[src/rtl/piece_bag_generator_pkg.sv]
// Shared piece codes, bag size, FSM state encodings and the mod-(i+1) fold
// table used by the 7-bag shuffler.
package piece_bag_generator_pkg;

    localparam logic [2:0] PIECE_I    = 3'd0;
    localparam logic [2:0] PIECE_O    = 3'd1;
    localparam logic [2:0] PIECE_T    = 3'd2;
    localparam logic [2:0] PIECE_S    = 3'd3;
    localparam logic [2:0] PIECE_Z    = 3'd4;
    localparam logic [2:0] PIECE_J    = 3'd5;
    localparam logic [2:0] PIECE_L    = 3'd6;
    localparam logic [2:0] PIECE_NONE = 3'd7;

    localparam int unsigned BAG_SIZE = 7;

    localparam logic [1:0] ST_IDLE = 2'd0;
    localparam logic [1:0] ST_INIT = 2'd1;
    localparam logic [1:0] ST_SHUF = 2'd2;
    localparam logic [1:0] ST_DONE = 2'd3;

    // r mod (i+1) for r in 0..7 and i in 1..6, without a divider.
    function automatic logic [2:0] mod_fold(input logic [2:0] r, input logic [2:0] i);
        logic [2:0] res;
        res = '0;
        case (i)
            3'd6:    res = (r == 3'd7) ? 3'd0 : r;
            3'd5:    res = (r >= 3'd6) ? r - 3'd6 : r;
            3'd4:    res = (r >= 3'd5) ? r - 3'd5 : r;
            3'd3:    res = r & 3'd3;
            3'd2:    res = (r >= 3'd6) ? r - 3'd6 : ((r >= 3'd3) ? r - 3'd3 : r);
            3'd1:    res = r & 3'd1;
            default: res = '0;
        endcase
        return res;
    endfunction

endpackage

[src/rtl/piece_bag_generator_lfsr.sv]
// Free-running 16-bit Fibonacci LFSR (taps 16,14,13,11), right-shifting,
// holding whenever the clock enable is low.
module piece_lfsr16 #(
    parameter logic [15:0] SEED = 16'hACE1
) (
    input  logic        clk,
    input  logic        iResetn,
    input  logic        iEn,
    output logic [15:0] oRand
);

    logic [15:0] state;
    logic        feedback;

    assign feedback = state[0] ^ state[2] ^ state[3] ^ state[5];
    assign oRand    = state;

    always_ff @(posedge clk or negedge iResetn) begin
        if (!iResetn) begin
            state <= SEED;
        end else if (iEn) begin
            state <= {feedback, state[15:1]};
        end
    end

endmodule

[src/rtl/piece_bag_generator.sv]
// 7-bag generator: Fisher-Yates shuffle of piece codes driven by an LFSR,
// with combinational piece/preview reads by bag index.
module piece_bag_generator
    import piece_bag_generator_pkg::*;
#(
    parameter logic [15:0] SEED = 16'hACE1
) (
    input  logic       clk,
    input  logic       iResetn,
    input  logic       iEn,
    input  logic       iGenerate,
    input  logic [2:0] iIndex,
    output logic       oGenDone,
    output logic [2:0] oPiece,
    output logic [2:0] oPreview
);

    logic [1:0]  state;
    logic [2:0]  idx;
    logic        done_r;
    logic [2:0]  bag [BAG_SIZE];
    logic [15:0] rand_val;
    logic [2:0]  j;
    logic [2:0]  val_i;
    logic [2:0]  val_j;
    logic        unused_rand;

    piece_lfsr16 #(.SEED(SEED)) u_lfsr (
        .clk     (clk),
        .iResetn (iResetn),
        .iEn     (iEn),
        .oRand   (rand_val)
    );

    assign unused_rand = ^rand_val[15:3];
    assign j           = mod_fold(rand_val[2:0], idx);
    assign oGenDone    = done_r;

    always_comb begin
        val_i = '0;
        val_j = '0;
        for (int unsigned k = 0; k < BAG_SIZE; k++) begin
            if (3'(k) == idx) val_i = bag[k];
            if (3'(k) == j)   val_j = bag[k];
        end
    end

    always_ff @(posedge clk or negedge iResetn) begin
        if (!iResetn) begin
            state  <= ST_IDLE;
            idx    <= '0;
            done_r <= 1'b0;
            for (int unsigned k = 0; k < BAG_SIZE; k++) bag[k] <= 3'(k);
        end else if (iEn) begin
            case (state)
                ST_IDLE: begin
                    if (iGenerate) state <= ST_INIT;
                end
                ST_INIT: begin
                    for (int unsigned k = 0; k < BAG_SIZE; k++) bag[k] <= 3'(k);
                    idx   <= 3'd6;
                    state <= ST_SHUF;
                end
                ST_SHUF: begin
                    // j == idx lands both writes on one slot with the same value.
                    for (int unsigned k = 0; k < BAG_SIZE; k++) begin
                        if (3'(k) == idx)    bag[k] <= val_j;
                        else if (3'(k) == j) bag[k] <= val_i;
                    end
                    if (idx == 3'd1) begin
                        state  <= ST_DONE;
                        done_r <= 1'b1;
                    end else begin
                        idx <= idx - 3'd1;
                    end
                end
                ST_DONE: begin
                    if (!iGenerate) begin
                        state  <= ST_IDLE;
                        done_r <= 1'b0;
                    end
                end
                default: state <= ST_IDLE;
            endcase
        end
    end

    always_comb begin
        oPiece   = PIECE_NONE;
        oPreview = PIECE_NONE;
        for (int unsigned k = 0; k < BAG_SIZE; k++) begin
            if (3'(k) == iIndex) oPiece = bag[k];
            if (iIndex != 3'd7 && 3'(k) == iIndex + 3'd1) oPreview = bag[k];
        end
    end

endmodule
[config.mk]
export PLATFORM = sky130hd
export DESIGN_NAME = piece_bag_generator
export DESIGN_NICKNAME = d
export VERILOG_FILES = /design/src/rtl/piece_bag_generator_pkg.sv /design/src/rtl/piece_bag_generator_lfsr.sv /design/src/rtl/piece_bag_generator.sv
export SDC_FILE = /design/constraint.sdc
export NUM_CORES = 1
export LEC_CHECK = 0
export ABC_CLOCK_PERIOD_IN_PS = 3000
export BUFFER_PORTS_ARGS = -buffer_cell sky130_fd_sc_hd__buf_2
export CAP_MARGIN = 20
export CORE_ASPECT_RATIO = 0.9
export CORE_MARGIN = 2
export CORE_UTILIZATION = 28
export DETAILED_ROUTE_END_ITERATION = 16
export HOLD_SLACK_MARGIN = 0.15
export PLACE_DENSITY = 0.49
export REMOVE_ABC_BUFFERS = 1
export SLEW_MARGIN = 20
export SYNTH_ARGS = -nofsm -noshare
export SYNTH_HDL_FRONTEND = slang
export SYNTH_SLANG_ARGS = --single-unit
[constraint.sdc]
create_clock -name clk -period 3 [get_ports clk]
set_input_delay 0.15 -clock clk [delete_from_list [all_inputs] [get_ports clk]]
set_output_delay 0.15 -clock clk [all_outputs]
set_load 0.01 [all_outputs]
* Word level (Yosys, flattened, before mapping)
Index checks and enable logic that the tools add are counted.
** Storage, ports and cells
- Register bits :: 43
- Input bits :: 7
- Word-level logic and storage cells :: 150
- Output and inout bits :: 7
** Operators by class
- Reduce and logical (&&, ||, !) cells :: 24
- Magnitude comparators :: 3
- Multiplexer cells :: 58
- Eq/ne operators :: 46
- Bitwise operators :: 3
- Add/sub/neg operators :: 5
** Operators by type and width (number)
- 3-bit two-way mux :: 48
- 21-bit case mux with 2 select lines :: 1
- 3-bit equality test, first input constant :: 12
- 2-bit by 3-bit equality test with 1-bit output, first input constant :: 8
- 3-bit != test, second input constant :: 8
- 3-bit AND reduction :: 8
- 3-bit case mux with 6 select lines :: 1
- 1-bit by 3-bit equality test with 1-bit output, first input constant :: 4
- 3-bit equality test, second input constant :: 4
- 3-bit logical NOT :: 4
- 2-bit != test, second input constant :: 4
- 2-bit case mux with 4 select lines :: 1
- 4-bit AND reduction :: 2
- 1-bit logical AND :: 7
- 3-bit by 2-bit equality test with 1-bit output, second input constant :: 2
- 3-bit greater-or-equal comparator, second input constant :: 2
- 2-bit two-way mux :: 3
- 3-bit case mux with 2 select lines :: 1
- 3-bit subtractor, second input constant :: 2
- 2-bit equality test, second input constant :: 2
- 2-bit nonzero test :: 2
- 3-bit by 1-bit adder with 3-bit output, second input constant :: 1
- 3-bit by 1-bit equality test with 1-bit output, second input constant :: 1
- 3-bit by 2-bit greater-or-equal comparator with 1-bit output, second input constant :: 1
- other kinds (7) :: 10

* Logic depth before layout (Yosys ltp)
Gate-level depths: netlist of the first run.
- Word-level depth :: 14
- Depth in mapped cells :: 13
- Depth with buffers taken out :: 10

* By module
A second synthesis of the first run with hierarchy kept.
** Second synthesis, totals
- Cell total of the unflattened synthesis :: 389
- Area total of the unflattened synthesis :: 3599.7 um^2
** Modules (own cells, without submodules)
- piece_bag_generator :: instances 1, cells each 351, sequential area each 686.9 um^2, area each 2924.1 um^2
- piece_lfsr16 :: instances 1, cells each 38, sequential area each 410.4 um^2, area each 675.6 um^2

* Worst setup path before layout of the first run
No wires, ideal clock.
- Kind :: reg-to-reg
- Start point :: register u_lfsr.state[2] (netlist: u_lfsr.oRand[2])
- End point :: register bag[4] in the netlist's numbering
- Data arrival time :: 2871 ps
- Clock period less this slack :: 2992 ps
- Data required time :: 2880 ps
- Buffers on the path :: 1
- Setup slack :: 8 ps
- Setup time :: 120 ps
- Cell stages (with the launch flop) :: 12
- Cell sequence :: dfrtp_1 buf_2 inv_1 ha_1 a211o_1 or3_4 a31oi_4 nor2_4 or4_4 a32oi_4 nand2_1 a41o_1
** Between the ends
- Cells in the longest elaborated chain, start to end :: 14
- Elaborated cells between the ends (all ways) :: 31
- Those cells by class :: 3 x add/sub; 3 x order compare; 8 x eq/ne; 15 x mux; 2 x reduce/logical
** Ends and longest elaborated chain
- start: declaration :: RTL line piece_bag_generator_lfsr.sv:12 : logic [15:0] state;
- start signal: assignment :: RTL line piece_bag_generator_lfsr.sv:22 : state <= {feedback, state[15:1]};
- 3-bit by 2-bit subtractor with 3-bit output / 3-bit by 2-bit greater-or-equal comparator with 1-bit output (equally long branches) :: RTL line piece_bag_generator_pkg.sv:30 : 3'd2: res = (r >= 3'd6) ? r - 3'd6 : ((r >= 3'd3) ? r - 3'd3 : r);
- 3-bit two-way mux (2 in a row) :: RTL line piece_bag_generator_pkg.sv:30
- 3-bit case mux with 6 select lines * :: RTL line piece_bag_generator_pkg.sv:25 : case (i)
- 3-bit logical NOT :: RTL line piece_bag_generator.sv:44 : if (3'(k) == j) val_j = bag[k];
- 3-bit two-way mux (7 in a row) :: RTL line piece_bag_generator.sv:44
- 3-bit two-way mux :: RTL line piece_bag_generator.sv:67 : if (3'(k) == idx) bag[k] <= val_j;
- 21-bit case mux with 2 select lines :: RTL line piece_bag_generator.sv:55 : case (state)
- end signal: indexed assignment :: RTL line piece_bag_generator.sv:67
- end signal: indexed assignment :: RTL line piece_bag_generator.sv:68 : else if (3'(k) == j) bag[k] <= val_i;
- end: declaration :: RTL line piece_bag_generator.sv:21 : logic [2:0] bag [BAG_SIZE];
Mark *: on every way between the ends. The rest lies on a longest branch, timed or not.
A chain may end at the register's enable or synchronous reset.

* Worst setup path in the final report of the first run
- Start point :: register u_lfsr.state[0] (netlist: u_lfsr.oRand[0])
- End point :: register bag[6] in the netlist's numbering
The elaborated chain is that of the path after synthesis.

==> flow_summary.ini, run 1 <==
[cells_and_area]
postLayoutCellArea_mm2 = 0.00457
fin_nets = 493
antenna_cells = 0
fill_cells = 1288
drive_above_1_share = 0.335
area.growth.synth_to_final_pct = 27.4
final-seq-area_mm2 = 0.00110
multiInputGateArea_mm2 = 0.00255

[worst_setup_path]
max_stage_delay_ps = 610
crit_fanout = 6
worst-path-buf-inv = 1
startpoint_type = flop
r2r_setup_slack_ps = 3
cp.arrival_ps = 3190
critPathSlowestCell = dfstp_2
crit_path_cell_trace = ha_4 -> ha_4 -> nand3b_1 -> o211ai_1 -> a221o_2 -> nor2_4 -> buf_4 -> nand3_1 -> a31oi_2 -> o311ai_0 -> o22ai_1
critPathTopFamily = compound AO/OA/AOI/OAI gates
path_class = flop to flop
worstPathRequired_ps = 3200
cpMostUsedCell = ha_4
end_kind = flop

[placement]
placed_area_mm2 = 0.00408
dp_slack_ps = -159
port_buffers = 13
place.gp.congestion = 0.919
dp_hpwl_um = 8190

[pwr]
switching_power_mw = 2.26
combinationalPowerShare = 0.644
p_clk_frac = 0.116
cellInternalPower_mw = 2.68
power_density_mw_per_mm2 = 1080
seqPwrFrac = 0.239
p_sw_frac = 0.458
leakagePower_nw = 1.85
max-vdd-ir-drop_mv = 0.391

[logic_synthesis]
avgSynthCellArea_um2 = 8.66
synth_top_family_by_area = compound AO/OA/AOI/OAI gates
synthArstFlopShare = 1.00
synth_compound_area_frac = 0.288
ys_types = 66
synth_commonest_cells = nand2_1 (43), nor2_1 (30), a21oi_1 (26), dfrtp_1 (26), o21ai_0 (24)
synth_top_cell_by_area = dfrtp_1
yosysSeqAreaShare = 0.306
yosys_warnings = 0
synth_fa_ha_area_frac = 0.0768
ys_ff_latch = 43
synth_xor_area_frac = 0.00977
yosys-top-cells-area = dfrtp_1 (18%), dfstp_2 (12%), ha_1 (7.7%)
yosys.cell_count.top_type = nand2_1
yosys.area.top_type_share = 0.181
synth-edff-count = 0
syn_inst = 414
synthMuxAreaShare = 0.0949
synth-simple-area-share = 0.173
synth-main-ff-cell = dfrtp_1
synthesis.area_mm2 = 0.00359

[routing]
met2_wirelength_um = 5360
wl_met1_um = 4910
routed_wl_um = 11100
top_layer_used = met4
met3_length_um = 690
antenna_left = 0
via_per_inst = 5.57
wire_per_inst_um = 17.7
post-route-drc-count = 0
drt_iter0_drc = 127
num_vias = 3505
drt_first_pass_iters = 4

[global_routing]
grt_start_max_net_pins = 44
grt_pass1_vias = 3385
overflow = 0
grt_antenna_before_repair = 0
grt_use_total = 0.162
grt_pass1_wl_um = 17900

[timing]
slew_violations = 0
worst_slew_pin_slew_ps = 951
max_freq_mhz = 334
fin_setup_tns_ps = 0
rsz0062_at_grt = yes
final_hold_viol_count = 0
layout_setup_ws_ps = 2.83
worst_clock_skew_ps = 3.85
finalCriticalPeriod_ps = 3000
period_share = 0.999
setup_violations = 0
relSlewSlack = 0.366

[clock_network]
insertion_delay_ps = 280
cts_buffers = 5
cts_tree = done
htree_levels = 2
path_clk_slew_ps = 60
clockBufferDepth = 2
cts-root-buf = clkbuf_16
clock-sinks = 43

[floorplanning]
initial_utilization = 0.285
fp.dieH_um = 111
dieArea_mm2 = 0.0137
ioPinCount = 14
fp-row-count = 39
die_w_um = 123
core-area_mm2 = 0.0126

[run_status]
status = finished clean

[worst_hold_path]
hold_path_class = primary input to flop

[job]
max_cap_violations = 0
==> worst min-delay path, cell delays in order <==
cell,delay (ps)
buf_2,100
nand3b_1,110
a22o_1,110
==> routing by layer <==
metal	global-route usage	up-vias
li1	-	1650
met2	0.269	128
met1	0.223	1710
met4	0.0333	0
met5	0	-
met3	0.0225	17
==> final timing paths <==
kind / from / endpoint / cells after the start
worst max-delay path: u_lfsr.oRand[0]$_DFFE_PN1P_ / bag[6]$_DFFE_PN0P_ / 11
worst min-delay path: iGenerate / oGenDone$_DFFE_PN0P_ / 3
worst max register to register: u_lfsr.oRand[0]$_DFFE_PN1P_ / bag[6]$_DFFE_PN0P_ / 11
worst min register to register: u_lfsr.oRand[15]$_DFFE_PN1P_ / u_lfsr.oRand[15]$_DFFE_PN1P_ / 2
max in group asynchronous: iResetn / u_lfsr.oRand[1]$_DFFE_PN0P_ / 2
min in group asynchronous: iResetn / u_lfsr.oRand[9]$_DFFE_PN0P_ / 2
==> repair_timing <==
item | CTS | global route
gates resized for setup | 13 | 40
setup buffers | 4 | 4
pin swaps | 5 | 12
setup endpoints to repair | 19 | 21
gates cloned | 0 | 0
hold buffers | 1 | 0
hold endpoints to repair | 26 | 0
==> sequential cells by signal (all words and copies together), names as in the netlist <==
signal and cells:
state 2, u_lfsr.oRand 16, idx 3, oGenDone 1
bag 21
==> power by group through the flow <==
stage | clock network, mW | logic, mW | registers [mW]
3_5_place_dp | 0 | 2.70 | 1.17
4_1_cts | 0.591 | 2.83 | 1.17
5_1_grt | 0.622 | 3.46 | 1.21
2_1_floorplan | 0 | 1.75 | 1.09
3_3_place_gp | 0 | 2.68 | 1.17
6_report | 0.576 | 3.18 | 1.18
==> placed cells by master, fill, tap and decap left out, drive strengths merged, types with 11 or more instances in the layout <==
cell type  instances
mux2              22
ha                22
a21oi             27
a31oi             19
nand2             43
o22ai             11
dfstp             17
nor2              31
dfrtp             26
inv               23
buf               64
o21ai             26
==> cell families (layout without fill, tap and decap cells) <==
family / Yosys count / after routing
muxes: 30 / 30
DFF: 43 / 43
buffers and inverters: 45 / 96
and+or+nand+nor: 127 / 127
AOI/OAI and AO/OA: 143 / 143
adders and majority gates: 22 / 22
xor gates and xnor gates: 4 / 4
==> metrics by stage <==
stage	total power, mW	hold slack (ps)	std cells	utilization
4_1_cts	4.59	217	625	0.345
5_1_grt	5.30	236	629	0.363
3_5_place_dp	3.88	374	612	0.324
3_3_place_gp	3.85	361	612	0.324
2_1_floorplan	2.85	-146	392	-
6_report	4.94	225	629	0.363
==> final cells by class <==
| cell class | count | share of cell area |
|---|---|---|
| multi-input cells | 326 | 0.558 |
| flip-flops and latches | 43 | 0.241 |
| repair buffers | 65 | 0.103 |
| well taps | 164 | 0.0449 |
| clock buffers | 7 | 0.0334 |
| inverters | 23 | 0.0189 |
| clock inverters | 1 | 0.00164 |
No activity file was read; power rests on OpenSTA's default activity.
==> run 2: changes to the inputs <==
PLACE_DENSITY = default   (was 0.49)
PLACE_DENSITY_LB_ADDON = 0.25   (was default)
==> run 2 against run 1 <==
  * Critical path type unchanged
  * Final cell count shrank 0.32%
  * Core utilization shrank 1.3 points
  * Count of clock-buffer cells in the layout is the same
  * The flow now finishes with violations (negative setup slack)
  * Sequential share of layout area grew 0.87 points
  * Total power shrank 4.6%
  * Critical endpoint is now bag[4]$_DFFE_PN0P_
  * Global-route usage grew 0.089 points
  * Final area shrank 3.5%
  * Combinational power shrank 8.2%
  * Largest power group unchanged
  * Clock skew grew 2.2 ps
==> flow_summary.ini, run 2 (synthesized netlist as in run 1, its figures left out) <==
[run_status]
status = finished, violations left
violations = negative setup slack

[timing]
rsz0062_at_grt = yes
max_freq_mhz = 331
layout_setup_ws_ps = -20.1
setup_violations = 2
finalCriticalPeriod_ps = 3020
final_hold_viol_count = 0
relSlewSlack = 0.374
worst_slew_pin_slew_ps = 939
fin_setup_tns_ps = -21.0
slew_violations = 0
period_share = 1.01
worst_clock_skew_ps = 6.03

[cells_and_area]
final-seq-area_mm2 = 0.00110
fin_nets = 491
final_common_cell = buf_4
area.growth.synth_to_final_pct = 23.0
finalNonFillerCells = 627
antenna_cells = 0
largest_register = bag
multiInputGateArea_mm2 = 0.00241
largest_register_ffs = 21
drive_above_1_share = 0.307
final_cell_mix = buf_4 (47), nand2_1 (42), nor2_1 (29), a21oi_1 (26), dfrtp_1 (24)
fill_cells = 1330

[clock_network]
insertion_delay_ps = 290
cts_buffers = 5
cts_tree = done
htree_levels = 2
clockBufferDepth = 2
cts-root-buf = clkbuf_16
clock-sinks = 43
path_clk_slew_ps = 60

[worst_setup_path]
critPathTopFamily = compound AO/OA/AOI/OAI gates
crit_path_cell_trace = ha_2 -> ha_1 -> a211o_1 -> or3_4 -> a31oi_4 -> nor2_4 -> or4_4 -> a32oi_4 -> nand2_1 -> a41o_1
r2r_end = bag[4]$_DFFE_PN0P_
startpoint_type = flop
end_kind = flop
crit_fanout = 5
r2r_setup_slack_ps = -20
worstPathRequired_ps = 3170
reg2reg_depth = 10
path_class = flop to flop
max_stage_delay_ps = 500
crit_start = u_lfsr.oRand[1]$_DFFE_PN0P_
worst-path-buf-inv = 0
critPathSlowestCell = or4_4
timing.rr.start = u_lfsr.oRand[1]$_DFFE_PN0P_
cp.arrival_ps = 3190

[routing]
antenna_left = 0
routed_wl_um = 11100
wire_per_inst_um = 17.7
post-route-drc-count = 0
num_vias = 3428
drt_first_pass_iters = 5
via_per_inst = 5.47
drt_iter0_drc = 180

[placement]
place.gp.congestion = 0.928
port_buffers = 13
dp_hpwl_um = 8220
place_inst = 613

[floorplanning]
fp-row-count = 39
ioPinCount = 14
fp.dieH_um = 111
dieArea_mm2 = 0.0137
die_w_um = 123
initial_utilization = 0.285
core-area_mm2 = 0.0126

[global_routing]
grt_use_total = 0.162
grt_antenna_before_repair = 0
grt_pass1_vias = 3324
grt_pass1_wl_um = 17700
grt_start_max_net_pins = 44
overflow = 0

[pwr]
max-vdd-ir-drop_mv = 0.385
power_density_mw_per_mm2 = 1070
leakagePower_nw = 1.83

[worst_hold_path]
min_from = iGenerate
hold_path_class = primary input to flop
min_to = oGenDone$_DFFE_PN0P_
hold_depth = 3

[job]
max_cap_violations = 0
## run 2: stage by stage
step / power, mW / worst slack (ps) / utilization / cell area (µm²) / hold WS (ps)
floorplan: 2.85 / -3.90 / - / 3490 / -146
detailed placement: 3.89 / -114 / 0.325 / 4090 / 348
CTS: 4.52 / 12.8 / 0.340 / 4280 / 224
global route: 5.04 / -131 / 0.350 / 4410 / 227
global placement: 3.88 / -96.0 / 0.325 / 4090 / 348
finish: 4.72 / -20.1 / 0.350 / 4410 / 221
## run 2: how the worst max path moves through the flow
| stage | endpoint | cells past startpoint |
|---|---|---|
| after floorplan | bag[11]$_DFFE_PN0P_ | 9 |
| after global placement | bag[10]$_DFFE_PN1P_ | 10 |
| after detailed placement | bag[17]$_DFFE_PN0P_ | 10 |
| after CTS | bag[4]$_DFFE_PN0P_ | 10 |
| after global routing | bag[15]$_DFFE_PN1P_ | 11 |
| final | bag[4]$_DFFE_PN0P_ | 10 |
## run 2: power by group
part	switching, mW	internal [mW]
logic	1.60	1.32
registers	0.322	0.887
clock network	0.233	0.354
total	2.15	2.57
## run 2: cell type report
class | count | share of cell area
clock inverters | 1 | 0.00170
flip-flops and latches | 43 | 0.249
multi-input cells | 326 | 0.546
clock buffers | 7 | 0.0346
inverters | 23 | 0.0196
well taps | 164 | 0.0465
repair buffers | 63 | 0.102
## run 2: metal layers
metal	wire length (µm)	GRT usage
met4	319	0.0523
met2	5060	0.253
met3	667	0.0292
met1	5040	0.227
met5	0	0
## run 2: worst register-to-register path: cells and delay by family, from the launching register on
kind | cells | cell delay, ps
flops | 1 | 440
compound gates | 4 | 1050
simple gates | 4 | 1010
fa+ha+maj | 2 | 400
## run 2: what timing repair did
item / 4_1_cts / 5_1_grt
endpoints found under the setup margin: 12 / 19
hold buffers: 1 / 0
gates resized for setup: 6 / 22
hold endpoints to repair: 26 / 0
buffers inserted: 1 / 4
pin swaps: 3 / 11
